`src/rtl/multicycle_sequencer_pkg.sv`:
```
// Shared types for the RV32I multi-cycle sequencer: FSM state encoding and small helpers.
package multicycle_sequencer_pkg;

  // Encodings are visible on state_o, so they are pinned explicitly.
  typedef enum logic [2:0] {
    StIdle    = 3'd0,
    StFetch   = 3'd1,
    StDecode  = 3'd2,
    StExecute = 3'd3,
    StMem     = 3'd4,
    StWb      = 3'd5,
    StHalt    = 3'd6,
    StError   = 3'd7
  } seq_state_e;

  function automatic logic is_wait_state(input seq_state_e st);
    return (st == StFetch) || (st == StMem);
  endfunction

  function automatic logic is_counting_state(input seq_state_e st);
    return !((st == StIdle) || (st == StHalt) || (st == StError));
  endfunction

endpackage

```
`src/rtl/multicycle_sequencer_mem_wait_timer.sv`:
```
// Counts cycles a memory request has waited without ack; expired once MEM_TIMEOUT is reached.
module multicycle_sequencer_mem_wait_timer #(
  parameter int unsigned MEM_TIMEOUT = 16
) (
  input  logic clk,
  input  logic reset,
  input  logic clear_i,
  input  logic tick_i,
  output logic expired_o
);

  localparam int unsigned CntW = $clog2(MEM_TIMEOUT + 1);
  localparam logic [CntW-1:0] Limit = CntW'(MEM_TIMEOUT);

  logic [CntW-1:0] count_q, count_d;

  // Saturates at the limit so a held request can never wrap back below it.
  always_comb begin
    count_d = count_q;
    if (clear_i) begin
      count_d = '0;
    end else if (tick_i && (count_q != Limit)) begin
      count_d = count_q + 1'b1;
    end
  end

  always_ff @(posedge clk) begin
    if (reset) begin
      count_q <= '0;
    end else begin
      count_q <= count_d;
    end
  end

  assign expired_o = (count_q == Limit);

endmodule

```
`src/rtl/multicycle_sequencer.sv`:
```
// Multi-cycle RV32I control sequencer: FETCH/DECODE/EXECUTE/MEM/WB with memory handshakes,
// halt on SYSTEM, timeout error, and cycle/instret counters.
module multicycle_sequencer
  import multicycle_sequencer_pkg::*;
#(
  parameter int unsigned MEM_TIMEOUT = 16,
  parameter int unsigned CNT_WIDTH   = 32
) (
  input  logic                 clk,
  input  logic                 reset,
  input  logic                 run_i,
  input  logic                 regwren_i,
  input  logic                 memren_i,
  input  logic                 memwren_i,
  input  logic                 pcsel_i,
  input  logic                 br_taken_i,
  input  logic                 is_system_i,
  input  logic                 imem_ack_i,
  input  logic                 dmem_ack_i,
  output logic                 imem_req_o,
  output logic                 dmem_req_o,
  output logic                 dmem_we_o,
  output logic                 ir_we_o,
  output logic                 rf_we_o,
  output logic                 pc_we_o,
  output logic                 pc_redirect_o,
  output logic                 retire_o,
  output logic                 halt_o,
  output logic                 err_o,
  output logic [2:0]           state_o,
  output logic [CNT_WIDTH-1:0] cycle_cnt_o,
  output logic [CNT_WIDTH-1:0] instret_o
);

  seq_state_e           state_q, state_d;
  logic [CNT_WIDTH-1:0] cycle_cnt_q, cycle_cnt_d;
  logic [CNT_WIDTH-1:0] instret_q, instret_d;
  logic                 wait_ack;
  logic                 timer_clear;
  logic                 timer_tick;
  logic                 timer_expired;

  // One timer serves both FETCH and MEM; it restarts whenever neither is active.
  assign wait_ack    = ((state_q == StFetch) && imem_ack_i) || ((state_q == StMem) && dmem_ack_i);
  assign timer_clear = !is_wait_state(state_q);
  assign timer_tick  = !timer_clear && !wait_ack;

  multicycle_sequencer_mem_wait_timer #(
    .MEM_TIMEOUT(MEM_TIMEOUT)
  ) u_mem_wait_timer (
    .clk      (clk),
    .reset    (reset),
    .clear_i  (timer_clear),
    .tick_i   (timer_tick),
    .expired_o(timer_expired)
  );

  always_comb begin
    state_d       = state_q;
    imem_req_o    = 1'b0;
    dmem_req_o    = 1'b0;
    dmem_we_o     = 1'b0;
    ir_we_o       = 1'b0;
    rf_we_o       = 1'b0;
    pc_we_o       = 1'b0;
    pc_redirect_o = 1'b0;
    retire_o      = 1'b0;
    halt_o        = 1'b0;
    err_o         = 1'b0;
    unique case (state_q)
      StIdle: begin
        if (run_i) state_d = StFetch;
      end
      StFetch: begin
        imem_req_o = 1'b1;
        // An ack on the expiry cycle still completes the fetch.
        if (imem_ack_i) begin
          ir_we_o = 1'b1;
          state_d = StDecode;
        end else if (timer_expired) begin
          state_d = StError;
        end
      end
      StDecode: begin
        state_d = is_system_i ? StHalt : StExecute;
      end
      StExecute: begin
        state_d = (memren_i || memwren_i) ? StMem : StWb;
      end
      StMem: begin
        dmem_req_o = 1'b1;
        dmem_we_o  = memwren_i;
        if (dmem_ack_i) begin
          state_d = StWb;
        end else if (timer_expired) begin
          state_d = StError;
        end
      end
      StWb: begin
        rf_we_o       = regwren_i;
        pc_we_o       = 1'b1;
        pc_redirect_o = pcsel_i && br_taken_i;
        retire_o      = 1'b1;
        state_d       = run_i ? StFetch : StIdle;
      end
      StHalt: begin
        halt_o = 1'b1;
      end
      StError: begin
        err_o = 1'b1;
      end
      default: begin
        state_d = StIdle;
      end
    endcase
  end

  always_comb begin
    cycle_cnt_d = cycle_cnt_q;
    instret_d   = instret_q;
    if (is_counting_state(state_q)) cycle_cnt_d = cycle_cnt_q + 1'b1;
    if (retire_o) instret_d = instret_q + 1'b1;
  end

  always_ff @(posedge clk) begin
    if (reset) begin
      state_q     <= StIdle;
      cycle_cnt_q <= '0;
      instret_q   <= '0;
    end else begin
      state_q     <= state_d;
      cycle_cnt_q <= cycle_cnt_d;
      instret_q   <= instret_d;
    end
  end

  assign state_o     = state_q;
  assign cycle_cnt_o = cycle_cnt_q;
  assign instret_o   = instret_q;

endmodule
```
`config.mk`:
```
export PLATFORM = sky130hd
export DESIGN_NAME = multicycle_sequencer
export DESIGN_NICKNAME = d
export VERILOG_FILES = /design/src/rtl/multicycle_sequencer_pkg.sv /design/src/rtl/multicycle_sequencer_mem_wait_timer.sv /design/src/rtl/multicycle_sequencer.sv
export SDC_FILE = /design/constraint.sdc
export NUM_CORES = 1
export LEC_CHECK = 0
export ABC_AREA = 1
export CORE_MARGIN = 5
export CORE_UTILIZATION = 42
export CTS_BUF_LIST = sky130_fd_sc_hd__clkbuf_4
export CTS_CLUSTER_DIAMETER = 60
export DETAILED_ROUTE_END_ITERATION = 6
export PLACE_DENSITY_LB_ADDON = 0.25
export SLEW_MARGIN = 5
export SYNTH_ARGS = -nofsm -noshare
export SYNTH_HDL_FRONTEND = slang
export SYNTH_SLANG_ARGS = --single-unit
```
`constraint.sdc`:
```
create_clock -name clk -period 4.43 [get_ports clk]
set_input_delay 0.886 -clock clk [delete_from_list [all_inputs] [get_ports clk]]
set_output_delay 0.886 -clock clk [all_outputs]
set_load 0.1 [all_outputs]
```
# [After elaboration in Yosys (flattened, before gate mapping)]
# Index checks and enable logic that the tools add are counted.
[totals] regBits=72 latchBits=0 ramBits=0 romBits=0 in_bits=11 out_inout_bits=77 memories=0
[op_classes] add_sub_neg=3 mul=0 div=0 magnitude_cmp=0 n_eq_ne=10 shift=0 muxes=18 n_bitwise=1 reduce_logical=15
[op_table] cell="$add 32x1->32 const B" n=2
[op_table] cell="$pmux 3 s6" n=1
[op_table] cell="$mux 3" n=5
[op_table] cell="$eq 3x3->1 const B" n=4
[op_table] cell="$mux 1" n=12
[op_table] cell="$eq 3x2->1 const B" n=2
[op_table] cell="$reduce_bool 6->1" n=1
[op_table] cell="$add 5x1->5 const B" n=1
[op_table] cell="$eq 5x5->1 const B" n=1
[op_table] cell="$logic_and 1x1->1" n=5
[op_table] cell="$logic_or 1x1->1" n=5
[op_table] cell="$ne 5x5->1 const B" n=1
[op_table] cell="$eq 3x1->1 const B" n=1
[op_table] cell="$logic_not 3->1" n=1
[op_table] cell="$ne 2x2->1 const B" n=1
[op_table] cell="$reduce_and 2->1" n=1
[op_table] cell="$reduce_or 2->1" n=1
[op_table] cell="$logic_not 1->1" n=1
[op_table] cell="$not 1->1" n=1

# [Longest topological paths before layout]
[depth] ltp_word=6 mapped_depth=10 ltp_nobuf=10

# [Cells and area by module]
# From an unflattened synthesis, not the netlist that was laid out.
[hier_totals] cells_unflattened=640 area_unflattened_um2=4082.7
[modules_own_cells] mod="multicycle_sequencer" instances=1 cells_per_inst=598 area_each_um2=3807.4 seq_area_each_um2=1341.3
[modules_own_cells] mod="multicycle_sequencer_mem_wait_timer" instances=1 cells_per_inst=42 area_each_um2=275.3 seq_area_each_um2=100.1

# [Least setup slack after synthesis]
# Ideal clock, no wire load.
[synth_path] kind="reg2out" from="register state_q[0], in the netlist state_o[0]" to="output ir_we_o" arrival_time_ps=3536 slack_ps=8 stages_incl_launch_ff=6 path_buffers=1 path_cell_list="dfxtp_1 -> buf_6 -> nand2_1 -> nor2_1 -> nand2_1 -> inv_1"
[synth_via] elab_chain_cells=2
[synth_lines] element="start: declaration" line="multicycle_sequencer.sv:35" rtl="seq_state_e state_q, state_d;"
[synth_lines] element="start signal: assignment" line="multicycle_sequencer.sv:127" rtl="state_q <= StIdle;"
[synth_lines] element="start signal: assignment" line="multicycle_sequencer.sv:131" rtl="state_q <= state_d;"
[synth_lines] element="$eq 3x1->1" line="multicycle_sequencer.sv:70" rtl="unique case (state_q)"
[synth_lines] element="$mux 1" line="multicycle_sequencer.sv:70"
[synth_lines] element="end: declaration" line="multicycle_sequencer.sv:23" rtl="output logic ir_we_o,"
# Every way passes these cells.

# [Worst setup path in the final report]
[layout_path] from="register state_q[0], in the netlist state_o[0]" to="output retire_o"
[layout_via] elab_chain_cells=2
[layout_lines] element="$eq 3x3->1" line="multicycle_sequencer.sv:70"
[layout_lines] element="$mux 1" line="multicycle_sequencer.sv:70"
[layout_lines] element="end: declaration" line="multicycle_sequencer.sv:27" rtl="output logic retire_o,"
# Every way passes these cells.

==> run summary <==
Status: complete, no violations
# IOs: 88
Startpoint types: flip-flop
Die Y: 111 um
Clock Sinks: 72
DRC errors left: 0
DR vias: 4544
M3 GR Usage: 4.59%
Critical path, cell by cell: nand3_4, clkinv_1, clkdlybuf4s50_1
Post-synthesis mux area share: 0%
Worst-Margin Slew: 1.06 ns
Post-placement cell count: 903
Worst endpoint data arrival time: 2.67 ns
Final hold slack: 0.513 ns
N_diodes: 0
Drt pass-1 iters: 5
Final period util: 80.3%
Final Util: 54.8%
FP Rows: 36
Worst Skew: 0.0200 ns
First-pass GRT wire length: 19.9 mm
Synth Area in Compound Gates: 10.0%
Die Span X: 111 um
Register area share after synthesis: 33.9%
Crit path max-delay cell type: clkdlybuf4s50_1
CTS Buf Count: 9
Largest buffer count on any clock path: 2
Most common cell in the netlist: nand2_1
Max frequency: 281 MHz
Worst r2r path cells: 8
Synth Area in Simple Gates: 43.6%
Nets@finish: 797
Gpl congestion: 0.903
Max Fanout on Critical Path: 12
P per Cell Area: 239 nW/um^2
Ys async rst share: 0%
Final Cell Area: 5380 sq um
Average routed wire per standard cell: 12.8 um
Slew margin rel.: 28.9%
Largest net degree at the start of global routing: 36
Top cells by area, synth: dfxtp_1, nand2_1, nor2_1
Mapped Nets: 710
Overall die area: 12300 sq um
RSZ-0062 raised after global routing: false
CTS root buf: clkbuf_4
Post-Syn Area: 4260 sq um
Starting density of the core: 43.4%
Worst path required time: 3.54 ns
R2R Setup Slk: 2.48 ns
Tmin final: 3.56 ns
Setup bufs post-CTS: 0
WHS Endpoint: cycle_cnt_o[6]
# H-tree levels: 3
Vias per std cell: 4.94
Hold Path Depth: 2
Synth top area share: 33.9%
WS Path Type: flip-flop to output port
PostCTS Resize Cnt: 0
Synth top cells by count: nand2_1, nor2_1, inv_1
Area Overhead vs Synth: 26.4%
Hold Path Class: flip-flop to flip-flop
Max incr delay on CP: 1.18 ns
Overall power: 1.29 mW
Clock-pin slew on the worst setup and hold paths: 0.12 ns
#FFs+latches synth: 72
# port buffers: 87
M1 GR Usage: 21.6%
RR Startpoint: state_o[0]
Setup-failing EPs final: 0
Placed cell areas: 5230 sq um
Most common flop cell mapped by yosys: dfxtp_1
R2r endpoint: cycle_cnt_o[5]
Vias in the first global route: 4387
GRT overflow: 0
Initial DRC Count: 220
Netlist cell types: 37
Total core area: 9820 sq um
Setup_tns: 0 ns
# Max-Cap Violations: 0
Gr usage total: 19.1%
Routed WL: 11.8 mm
GR peak layer: met2
Worst-Skew Late Latency: 0.43 ns
Final-report hold violation count: 0
Synth warn: 0
ANT nets after route: 0
VDD IR max: 165 uV
Slew Viols, Final: 0
Dpl hpwl: 8.98 mm
Initial antenna violation count: 0
Setup WS pre-CTS: 1.36 ns
GR Util met2: 35.4%
Post-Synthesis Cells: 694
Syn Area/Cell: 6.14 sq um
Final Non-Filler Cells: 919
Largest area contributor in the netlist: dfxtp_1
Worst hold start: cycle_cnt_o[6]
CP endpoint kind: output port
PnR worst setup slack: 0.875 ns
Xor/xnor cell area share of the yosys netlist: 1.23%
Largest family of logic cells by synthesized area: simple AND/OR/NAND/NOR gates
EDFF count, synth: 0
Fraction of layout cells with a size suffix above 1: 5.47%
Leak: 1.93 nW
Adder-cell share of the synthesized area: 1.47%
Cts hold-fix bufs: 0
CTS tree: done
-- layer usage --
layer	vias up	wire, um
met1	2067	5050
met2	106	6060
met3	17	450
met5	-	0
li1	2354	-
met4	0	216
-- sequential cells by signal, summed over array words and instances, names as in the netlist --
| register | cells |
|---|---|
| instret_o | 32 |
| cycle_cnt_o | 32 |
| u_mem_wait_timer.count_q | 5 |
| state_o | 3 |
-- how the worst max path moves through the flow --
stage,depth (start not counted),startpoint,to
after floorplan,5,state_o[0],ir_we_o
after global placement,3,state_o[0],retire_o
after detailed placement,3,state_o[0],pc_we_o
after CTS,3,state_o[0],pc_we_o
after global routing,3,state_o[0],pc_we_o
final,3,state_o[0],retire_o
-- report_power, final --
group | internal (mW) | leakage [nW] | switching, mW
combinational | 0.0375 | 1.27 | 0.114
clock | 0.233 | 0.0817 | 0.242
sequential | 0.653 | 0.580 | 0.00941
-- critical path, delay by kind of cell, from the launching register on --
kind	cells	cell delay, ns
buffers and inverters	2	1.43
flip-flops	1	0.56
AND/OR/NAND/NOR	1	0.25
-- cell families after synthesis --
group                    Yosys count
AO/OA/AOI/OAI                     82
XOR/XNOR                           6
AND/OR/NAND/NOR                  424
adder cells (fa/ha/maj)            5
buffers and inverters            105
flip-flops                        72
-- placed cells by master, fill, tap and decap left out, types with 4 or more instances in the layout --
| cell | synthesis | final |
|---|---|---|
| clkbuf_4 | 0 | 10 |
| buf_4 | 1 | 5 |
| dfxtp_1 | 72 | 72 |
| o21ai_0 | 31 | 31 |
| inv_1 | 90 | 90 |
| nand2_1 | 212 | 212 |
| nor3_1 | 12 | 12 |
| ha_1 | 5 | 5 |
| clkdlybuf4s50_1 | 0 | 83 |
| nand4_1 | 14 | 14 |
| a21oi_1 | 43 | 43 |
| xor2_1 | 4 | 4 |
| nor2_1 | 121 | 121 |
| nor2_2 | 7 | 7 |
| nand3_1 | 36 | 36 |
-- layout make-up --
cell class | instances | area, sq um
Clock inverter | 6 | 83.8
Fill cell | 1021 | 4440
Sequential cell | 72 | 1440
Clock buffer | 10 | 75.1
Inverter | 93 | 349
Tap cell | 133 | 166
Timing Repair Buffer | 88 | 868
Multi-Input combinational cell | 517 | 2400
No activity file was read; power rests on OpenSTA's default activity.
